==> config.mk <==
export PLATFORM = sky130hd
export DESIGN_NAME = commit_trace_buffer_flat
export DESIGN_NICKNAME = d
export VERILOG_FILES = /design/src/rtl/commit_trace_buffer_pkg.sv /design/src/rtl/commit_trace_buffer_if.sv /design/src/rtl/commit_trace_buffer_fifo.sv /design/src/rtl/commit_trace_buffer.sv /design/src/flat_wrapper.sv
export SDC_FILE = /design/constraint.sdc
export NUM_CORES = 1
export LEC_CHECK = 0
export ABC_CLOCK_PERIOD_IN_PS = 4220
export BUFFER_PORTS_ARGS = -buffer_cell sky130_fd_sc_hd__buf_4
export CAP_MARGIN = 25
export CORE_UTILIZATION = 38
export CTS_CLUSTER_SIZE = 8
export DETAILED_ROUTE_END_ITERATION = 10
export SETUP_SLACK_MARGIN = 0.3
export SLEW_MARGIN = 10
export SYNTH_ARGS = -nofsm -noshare
export SYNTH_HDL_FRONTEND = slang
export SYNTH_SLANG_ARGS = --single-unit
==> constraint.sdc <==
create_clock -name clk -period 4.22 [get_ports clk]
set_input_delay 0.422 -clock clk [delete_from_list [all_inputs] [get_ports clk]]
set_output_delay 0.422 -clock clk [all_outputs]
set_load 0.005 [all_outputs]
==> src/rtl/commit_trace_buffer_pkg.sv <==
// Shared types for the commit trace buffer: the retired-instruction record
// and the helpers used to normalise it before storage.
package trace_pkg;

  typedef struct packed {
    logic [31:0] pc;
    logic [4:0]  waddr;
    logic [31:0] wdata;
    logic        wen;
  } commit_rec_t;

  localparam logic [4:0] TRACE_X0 = 5'd0;

  // x0 is hardwired to zero, so a write to it never changes architectural state.
  function automatic logic norm_wen(input logic wen, input logic [4:0] waddr);
    return wen && (waddr != TRACE_X0);
  endfunction

endpackage

==> src/rtl/commit_trace_buffer_if.sv <==
// Commit (writeback -> buffer) and trace (buffer -> checker) val/rdy channels.
// The master side is the processor/harness; the slave side is the buffer.
interface commit_trace_buffer_if #(
    parameter int unsigned p_seq_bits = 16
);

    logic                  commit_val;
    logic                  commit_rdy;
    logic [31:0]           commit_pc;
    logic [4:0]            commit_waddr;
    logic [31:0]           commit_wdata;
    logic                  commit_wen;

    logic                  trace_val;
    logic                  trace_rdy;
    logic [31:0]           trace_pc;
    logic [4:0]            trace_waddr;
    logic [31:0]           trace_wdata;
    logic                  trace_wen;
    logic [p_seq_bits-1:0] trace_seq;

    modport master (
        output commit_val,
        output commit_pc,
        output commit_waddr,
        output commit_wdata,
        output commit_wen,
        input  commit_rdy,
        input  trace_val,
        input  trace_pc,
        input  trace_waddr,
        input  trace_wdata,
        input  trace_wen,
        input  trace_seq,
        output trace_rdy
    );

    modport slave (
        input  commit_val,
        input  commit_pc,
        input  commit_waddr,
        input  commit_wdata,
        input  commit_wen,
        output commit_rdy,
        output trace_val,
        output trace_pc,
        output trace_waddr,
        output trace_wdata,
        output trace_wen,
        output trace_seq,
        input  trace_rdy
    );

endinterface

==> src/rtl/commit_trace_buffer_fifo.sv <==
// Storage and pointer FIFO for commit records plus their sequence numbers.
// Pointers carry one extra wrap bit so full and empty are distinguishable.
module trace_fifo
    import trace_pkg::*;
#(
    parameter int unsigned p_depth    = 4,
    parameter int unsigned p_seq_bits = 16
) (
    input  logic                      clk,
    input  logic                      rst,
    input  logic                      push,
    input  commit_rec_t               push_rec,
    input  logic [p_seq_bits-1:0]     push_seq,
    input  logic                      pop,
    output commit_rec_t               head_rec,
    output logic [p_seq_bits-1:0]     head_seq,
    output logic                      full,
    output logic                      empty,
    output logic [$clog2(p_depth):0]  count
);

    localparam int unsigned AddrW = $clog2(p_depth);
    localparam int unsigned PtrW  = AddrW + 1;

    commit_rec_t           mem_rec [p_depth];
    logic [p_seq_bits-1:0] mem_seq [p_depth];

    logic [PtrW-1:0]  wr_ptr_q, wr_ptr_d;
    logic [PtrW-1:0]  rd_ptr_q, rd_ptr_d;
    logic [AddrW-1:0] head_idx;
    logic             do_push, do_pop;

    always_comb begin
        full  = (wr_ptr_q[PtrW-1] != rd_ptr_q[PtrW-1]) &&
                (wr_ptr_q[AddrW-1:0] == rd_ptr_q[AddrW-1:0]);
        empty = (wr_ptr_q == rd_ptr_q);
        count = wr_ptr_q - rd_ptr_q;
    end

    assign do_push = push && !full;
    assign do_pop  = pop && !empty;

    always_comb begin
        wr_ptr_d = wr_ptr_q;
        rd_ptr_d = rd_ptr_q;
        if (do_push) begin
            wr_ptr_d = wr_ptr_q + PtrW'(1);
        end
        if (do_pop) begin
            rd_ptr_d = rd_ptr_q + PtrW'(1);
        end
    end

    always_ff @(posedge clk or negedge rst) begin
        if (!rst) begin
            wr_ptr_q <= '0;
            rd_ptr_q <= '0;
        end else begin
            wr_ptr_q <= wr_ptr_d;
            rd_ptr_q <= rd_ptr_d;
        end
    end

    // Storage is deliberately not reset; only the pointers qualify it.
    always_ff @(posedge clk) begin
        if (do_push) begin
            mem_rec[wr_ptr_q[AddrW-1:0]] <= push_rec;
            mem_seq[wr_ptr_q[AddrW-1:0]] <= push_seq;
        end
    end

    // When empty, point at the slot just popped so the outputs hold its values.
    always_comb begin
        head_idx = rd_ptr_q[AddrW-1:0];
        if (empty) begin
            head_idx = rd_ptr_q[AddrW-1:0] - AddrW'(1);
        end
        head_rec = mem_rec[head_idx];
        head_seq = mem_seq[head_idx];
    end

endmodule

==> src/rtl/commit_trace_buffer.sv <==
// Buffers retired-instruction records from writeback and replays them in
// program order to the trace checker, tagging each with a sequence number.
module commit_trace_buffer
    import trace_pkg::*;
#(
    parameter int unsigned p_depth    = 4,
    parameter int unsigned p_seq_bits = 16
) (
    input  logic                     clk,
    input  logic                     rst,
    commit_trace_buffer_if.slave     bus,
    output logic [$clog2(p_depth):0] count,
    output logic                     overflow
);

    logic                  full, empty;
    logic                  push, pop;
    commit_rec_t           push_rec, head_rec;
    logic [p_seq_bits-1:0] head_seq;
    logic [p_seq_bits-1:0] seq_q, seq_d;
    logic                  overflow_q, overflow_d;

    // No full-bypass: a pop in the same cycle does not free a slot for this push.
    assign bus.commit_rdy = !full;
    assign bus.trace_val  = !empty;
    assign push           = bus.commit_val && !full;
    assign pop            = bus.trace_val && bus.trace_rdy;

    always_comb begin
        push_rec.pc    = bus.commit_pc;
        push_rec.waddr = bus.commit_waddr;
        push_rec.wdata = bus.commit_wdata;
        push_rec.wen   = norm_wen(bus.commit_wen, bus.commit_waddr);
    end

    always_comb begin
        seq_d      = seq_q;
        overflow_d = overflow_q;
        if (push) begin
            seq_d = seq_q + p_seq_bits'(1);
        end
        if (bus.commit_val && full) begin
            overflow_d = 1'b1;
        end
    end

    always_ff @(posedge clk or negedge rst) begin
        if (!rst) begin
            seq_q      <= '0;
            overflow_q <= 1'b0;
        end else begin
            seq_q      <= seq_d;
            overflow_q <= overflow_d;
        end
    end

    trace_fifo #(
        .p_depth    (p_depth),
        .p_seq_bits (p_seq_bits)
    ) u_fifo (
        .clk      (clk),
        .rst      (rst),
        .push     (push),
        .push_rec (push_rec),
        .push_seq (seq_q),
        .pop      (pop),
        .head_rec (head_rec),
        .head_seq (head_seq),
        .full     (full),
        .empty    (empty),
        .count    (count)
    );

    always_comb begin
        bus.trace_pc    = head_rec.pc;
        bus.trace_waddr = head_rec.waddr;
        bus.trace_wdata = head_rec.wdata;
        bus.trace_wen   = head_rec.wen;
        bus.trace_seq   = head_seq;
    end

    assign overflow = overflow_q;

endmodule

==> src/flat_wrapper.sv <==
// flat-port wrapper written by rule: the top's interface ports become plain ports
module commit_trace_buffer_flat import trace_pkg::*;
#(
    parameter int unsigned p_depth    = 4,
    parameter int unsigned p_seq_bits = 16
)
  (clk, rst, count, overflow, bus_commit_val, bus_commit_pc, bus_commit_waddr, bus_commit_wdata, bus_commit_wen, bus_commit_rdy, bus_trace_val, bus_trace_pc, bus_trace_waddr, bus_trace_wdata, bus_trace_wen, bus_trace_seq, bus_trace_rdy);
  commit_trace_buffer_if #(.p_seq_bits(p_seq_bits)) bus_i ();
  input  logic clk;
  input  logic rst;
  output logic [$clog2(p_depth):0] count;
  output logic overflow;
  input wire logic [$bits(bus_i.commit_val)-1:0] bus_commit_val;
  input wire logic [$bits(bus_i.commit_pc)-1:0] bus_commit_pc;
  input wire logic [$bits(bus_i.commit_waddr)-1:0] bus_commit_waddr;
  input wire logic [$bits(bus_i.commit_wdata)-1:0] bus_commit_wdata;
  input wire logic [$bits(bus_i.commit_wen)-1:0] bus_commit_wen;
  output wire logic [$bits(bus_i.commit_rdy)-1:0] bus_commit_rdy;
  output wire logic [$bits(bus_i.trace_val)-1:0] bus_trace_val;
  output wire logic [$bits(bus_i.trace_pc)-1:0] bus_trace_pc;
  output wire logic [$bits(bus_i.trace_waddr)-1:0] bus_trace_waddr;
  output wire logic [$bits(bus_i.trace_wdata)-1:0] bus_trace_wdata;
  output wire logic [$bits(bus_i.trace_wen)-1:0] bus_trace_wen;
  output wire logic [$bits(bus_i.trace_seq)-1:0] bus_trace_seq;
  input wire logic [$bits(bus_i.trace_rdy)-1:0] bus_trace_rdy;
  assign bus_i.commit_val = bus_commit_val;
  assign bus_i.commit_pc = bus_commit_pc;
  assign bus_i.commit_waddr = bus_commit_waddr;
  assign bus_i.commit_wdata = bus_commit_wdata;
  assign bus_i.commit_wen = bus_commit_wen;
  assign bus_commit_rdy = bus_i.commit_rdy;
  assign bus_trace_val = bus_i.trace_val;
  assign bus_trace_pc = bus_i.trace_pc;
  assign bus_trace_waddr = bus_i.trace_waddr;
  assign bus_trace_wdata = bus_i.trace_wdata;
  assign bus_trace_wen = bus_i.trace_wen;
  assign bus_trace_seq = bus_i.trace_seq;
  assign bus_i.trace_rdy = bus_trace_rdy;
  commit_trace_buffer #(.p_depth(p_depth), .p_seq_bits(p_seq_bits)) u_core (.clk(clk), .rst(rst), .bus(bus_i), .count(count), .overflow(overflow));
endmodule
**Word level (Yosys, flattened, before mapping)**

Memory sizes are Yosys's and may differ from the RTL's.
Index checks and enable logic that the tools add are counted.
W data, S select, Z words.

- Mux-type cells: 3
- Reductions and logical operators: 10
- Add/subtract/negate cells: 5
- Eq/ne operators: 3

Operators with widths:

| kind | number |
|---|---|
| $add A16 B1 Y16 const B | 1 |
| $logic_and A1 B1 Y1 | 7 |
| $add A3 B1 Y3 const B | 2 |
| $reduce_bool A5 Y1 | 1 |
| $eq A3 B3 Y1 | 1 |
| $sub A3 B3 Y3 | 1 |
| $eq A2 B2 Y1 | 1 |
| $logic_not A1 Y1 | 2 |
| $mux W1 | 2 |
| $mux W2 | 1 |
| $sub A2 B1 Y2 const B | 1 |
| $ne A1 B1 Y1 | 1 |

- Memories kept: 2
- Logic and storage cells: 27
- Register bits after elaboration: 23
- Output and inout port bits: 92
- RAM bits: 344

Memories:

| name | words | width | read ports | clocked after memory_dff | write ports | RTL line | source |
|---|---|---|---|---|---|---|---|
| u_core.u_fifo.mem_rec | 4 | 70 | 1 | 0 | 1 | commit_trace_buffer_fifo.sv:25 | `commit_rec_t mem_rec [p_depth];` |
| u_core.u_fifo.mem_seq | 4 | 16 | 1 | 0 | 1 | commit_trace_buffer_fifo.sv:26 | `logic [p_seq_bits-1:0] mem_seq [p_depth];` |

**Longest topological paths before layout**

- Word-level depth: 7
- Depth in mapped cells: 11
- Mapped depth without buffers: 7

**Cells and area by module**

Synthesis repeated with hierarchy kept, for this count alone.

- Cells, all modules: 1,181
- Area, all modules: 16,473.3 µm²

By module, submodules not included:

| module | cells an instance | seq. area each (µm²) | times used | area an instance (µm²) |
|---|---|---|---|---|
| trace_fifo | 1,117 | 10,480.1 | 1 | 15,713.8 |
| commit_trace_buffer | 64 | 425.4 | 1 | 759.5 |

**Worst setup path before layout**

OpenSTA, ideal clock, no wires.

- Path kind: register to register
- Start point: register u_core.u_fifo.rd_ptr_q[1]
- End point: memory u_core.u_fifo.mem_rec[3][0] (netlist name) (enable)
- Slack: -0.027 ns
- Path buffers: 3
- Required time: 3.764 ns
- Stages on the path, launching flop included: 9
- Period minus slack after synthesis: 4.247 ns
- Library setup time: 0.456 ns
- Arrival: 3.792 ns
- Path through: dfrtp_1 buf_2 buf_2 inv_1 ha_1 and2_1 buf_2 a21oi_2 and2_1

- Cells in the longest elaborated chain, start to end: 7

RTL lines:

| what | RTL line | source |
|---|---|---|
| start, declared | commit_trace_buffer_fifo.sv:29 | `logic [PtrW-1:0] rd_ptr_q, rd_ptr_d;` |
| start signal, assigned | commit_trace_buffer_fifo.sv:60 | `rd_ptr_q <= rd_ptr_d;` |
| $eq A2 B2 Y1 * | commit_trace_buffer_fifo.sv:35 | `(wr_ptr_q[AddrW-1:0] == rd_ptr_q[AddrW-1:0]);` |
| $logic_and A1 B1 Y1 * | commit_trace_buffer_fifo.sv:34 | `full = (wr_ptr_q[PtrW-1] != rd_ptr_q[PtrW-1]) &&` |
| $logic_not A1 Y1 * | commit_trace_buffer_fifo.sv:40, commit_trace_buffer.sv:26 |  |
| $logic_and A1 B1 Y1 | commit_trace_buffer.sv:26 | `assign push = bus.commit_val && !full;` |
| $logic_and A1 B1 Y1 * | commit_trace_buffer_fifo.sv:40 | `assign do_push = push && !full;` |
| $mux W1 * | commit_trace_buffer_fifo.sv:66 | `if (do_push) begin` |
| $mux W1 (implied by the code) * | commit_trace_buffer_fifo.sv:67 | `mem_rec[wr_ptr_q[AddrW-1:0]] <= push_rec;` |
| end, declared | commit_trace_buffer_fifo.sv:25 |  |

Mark *: on every way between the ends. The rest lies on a longest branch, timed or not.

**Final worst setup path**

- Start point: register u_core.u_fifo.rd_ptr_q[1]
- End point: output port bus_trace_waddr[0]

- Cells in the longest elaborated chain, start to end: 3
- Elaborated cells on any way between the ends: 4
- Those cells by class: add/sub: 1; eq/ne: 1; mux: 1; memory: 1

RTL lines:

| what | RTL line | source |
|---|---|---|
| $sub A2 B1 Y2 or $eq A3 B3 Y1 (tied branches) | commit_trace_buffer_fifo.sv:76, commit_trace_buffer_fifo.sv:36 |  |
| $mux W2 * | commit_trace_buffer_fifo.sv:75 | `if (empty) begin` |
| $mem_v2 Z4 W70 * | - |  |
| end, declared | flat_wrapper.sv:21 | `output wire logic [$bits(bus_i.trace_waddr)-1:0] bus_trace_waddr;` |

Marked as above.

==> out/qor.yml <==
outcome:
  outcome: "finished, final reports clean"
clock_tree:
  htreeDepth: 2
  clockBufferDepth: 3
  post_cts.repair.setup_buffers: 0
  cts.clk_slew.worst_paths_ns: 0.05
  clock-sinks: 367
  cts_tree: "yes"
  clk_latency_ns: 0.57
  cts-root-buf: "clkbuf_16"
  cts_made_buffers: 51
global_route:
  grt_max_degree: 128
  grt.total_usage_pct: 17.1
  grt_overflow_total: 0
  antenna_found_initial: 1
  grt_pass1_vias: 9620
  grt_pass1_wl_um: 56900
timing:
  grt_setup_unrepaired: "false"
  tns_ns: 0
  layout_min_cycle_time_ns: 3.33
  hold_violations: 0
  hold_ws_ns: 0.0498
  slew_violations: 0
  fin_crit_sh_pct: 78.9
  max_freq_ghz: 0.300
  setup_slack_ns: 0.888
  finClkSkew_ns: 0.0121
  finalSetupViolCount: 0
  relSlewSlack_pct: 37.2
  tightest_slew_ns: 0.942
flow_run:
  max_cap_viol_count: 0
floorplanning:
  dieWidth_um: 212
  initial_core_util_pct: 38.7
  io_pins: 166
  core_um2: 43300
  rows: 76
  die_area_um2: 44900
  die_y_um: 212
critical_path:
  worstPathMaxFanout: 27
  crit_buf_inv: 2
  worst_setup_path_start_kind: "register"
  cp_slowest_stage_delay_ns: 0.63
  cp.required_ns: 3.80
  crit_chain: "ha_4 > buf_4 > mux4_2 > nand2_1 > nand2_1 > buf_4"
  cpLargestDelayFamily: "flip-flops"
  crit_type: "register to output port"
  cp-end-kind: "output port"
  cp_data_arrival_time_ns: 2.91
  crit_slowest_cell: "dfrtp_4"
yosys:
  synth_cells: 951
  ys_seq_elements: 367
  synth-edff-count: 344
  syn-cell-area_um2: 16700
  post-synth-top-area-cell: "edfxtp_1"
  yosysSeqAreaShare_pct: 65.2
  netlist-cell-type-count: 42
  synth.avg_cell_area_um2: 17.6
  asyncSetResetFlopFracSynth_pct: 6.27
  synth_area_leaders: "edfxtp_1, mux4_2, nand2_1"
  ys.flop_type: "edfxtp_1"
  ys_warn_count: 0
  syn_nets: 1034
  synth_top_area_share_pct: 61.7
placed_design:
  place_hpwl_um: 22700
  dp_slack_ns: 1.27
  placed_area_um2: 18800
  gp_congestion: 0.702
  portBuffers: 165
  place_inst: 1669
power:
  power_switching_mw: 5.96
  p_clk_share_pct: 20.8
  seqPwrFrac_pct: 31.2
  combinationalPowerShare_pct: 48.0
  p_sw_share_pct: 34.5
  ir_drop_uv: 533
  p_per_area_nw_per_um2: 857
  p_int_mw: 11.3
  leakage_nw: 7.21
  finalPower_mw: 17.3
drt:
  drc: 0
  vias_per_cell: 5.27
  drt_wl_total_um: 37500
  drtIter0Drc: 531
  detail_route.wl_per_cell_um: 21.5
  drt.antenna.violating_nets: 0
  first_pass_iters: 5
  num_vias: 9189
cells_and_area:
  area_growth_pct: 20.5
  drive_gt1_share_pct: 37.2
  nFillCells: 3671
  design_area_um2: 20200
  utilization_pct: 46.6
  nets: 1221
  fin_cells: 1743
worst_hold_path:
  hold_path_class: "primary input to register"
-- layout by cell type, fill, tap and decap left out, types with 2 or more instances in the layout --
cell type	synthesis	final
and2_4	0	4
and3_1	3	3
buf_12	0	12
buf_4	11	180
clkbuf_1	12	20
clkbuf_16	0	51
dfrtp_1	23	21
dfrtp_4	0	2
edfxtp_1	344	344
ha_1	8	7
inv_1	7	7
mux4_2	170	170
nand2_1	268	268
nand3_1	8	8
nand4_1	5	5
nor2_1	4	4
nor3_1	2	2
o21ai_0	2	2
xnor2_1	11	11
xor2_1	9	9
-- per-layer routing --
layer | track usage [%] | vias up | share of wire, %
met4 | 5.82 | 0 | 2.2
met1 | 21.7 | 4841 | 41
li1 | - | 4124 | -
met5 | 0 | - | 0
met2 | 29.4 | 170 | 52
met3 | 3.06 | 54 | 4.3
-- cell usage after synthesis, drive strengths merged (2+ instances only) --
master,n
clkbuf,13
and2,5
mux4,170
dfrtp,23
nand2,268
xnor2,12
buf,46
edfxtp,344
nand4,5
and3,3
inv,8
xor2,10
nor3,2
o21ai,2
mux2,2
ha,8
nand3,8
a211oi,2
nor2,5
-- sequential cells by signal (all words and copies together), names as in the netlist --
name and flops:
u_core.u_fifo.rd_ptr_q 3, u_core.u_fifo.wr_ptr_q 3, u_core.u_fifo.mem_seq 64, u_core.overflow 1, u_core.u_fifo.mem_rec 280, u_core.seq_q 16
-- layout make-up --
class,instances,area [um^2],area share (%)
Sequential cell,367,10900,54.1
Multi-Input combinational cell,517,5520,27.4
Timing Repair Buffer,193,1600,7.95
Clock buffer,71,1350,6.70
Tap cell,585,732,3.63
Inverter,8,31.3,0.155
Clock inverter,1,8.76,0.0435
Antenna cell,1,2.50,0.0124
-- worst paths after layout --
check	cells past startpoint	from	slack (ns)	to
hold reg to reg	1	u_core.overflow$_DFFE_PN0P_	0.48	u_core.overflow$_DFFE_PN0P_
setup / recovery	6	u_core.u_fifo.rd_ptr_q[1]$_DFFE_PN0P_	0.89	bus_trace_waddr[0]
max in group asynchronous	2	rst	3.65	u_core.u_fifo.rd_ptr_q[0]$_DFFE_PN0P_
min in group asynchronous	2	rst	0.30	u_core.overflow$_DFFE_PN0P_
setup reg to reg	6	u_core.u_fifo.rd_ptr_q[1]$_DFFE_PN0P_	1.30	u_core.u_fifo.mem_rec[1][64]$_DFFE_PP_
hold / removal	1	bus_commit_wdata[3]	0.05	u_core.u_fifo.mem_rec[1][4]$_DFFE_PP_
-- cell families after synthesis --
| kind of cell | share of synthesized area, % |
|---|---|
| flip-flops | 65.2 |
| AND/OR/NAND/NOR | 7.25 |
| multiplexers | 23.0 |
| buffers and inverters | 2.02 |
| XOR/XNOR | 1.24 |
| AO/OA/AOI/OAI | 0.568 |
| adder cells (fa/ha/maj) | 0.718 |
-- what timing repair did --
action / 4_1_cts / 5_1_grt
gates resized for setup: 0 / 0
hold endpoints to repair: 23 / 0
hold buffers: 1 / 0
-- power by group through the flow --
stage	clock network (mW)	registers (mW)	logic, mW
floorplan	0	5.27	5.15
global placement	0	5.40	8.49
detailed placement	0	5.45	8.53
CTS	3.70	5.39	8.55
global route	3.84	5.47	9.06
finish	3.59	5.38	8.29
Power figures use the tool's default switching activity.
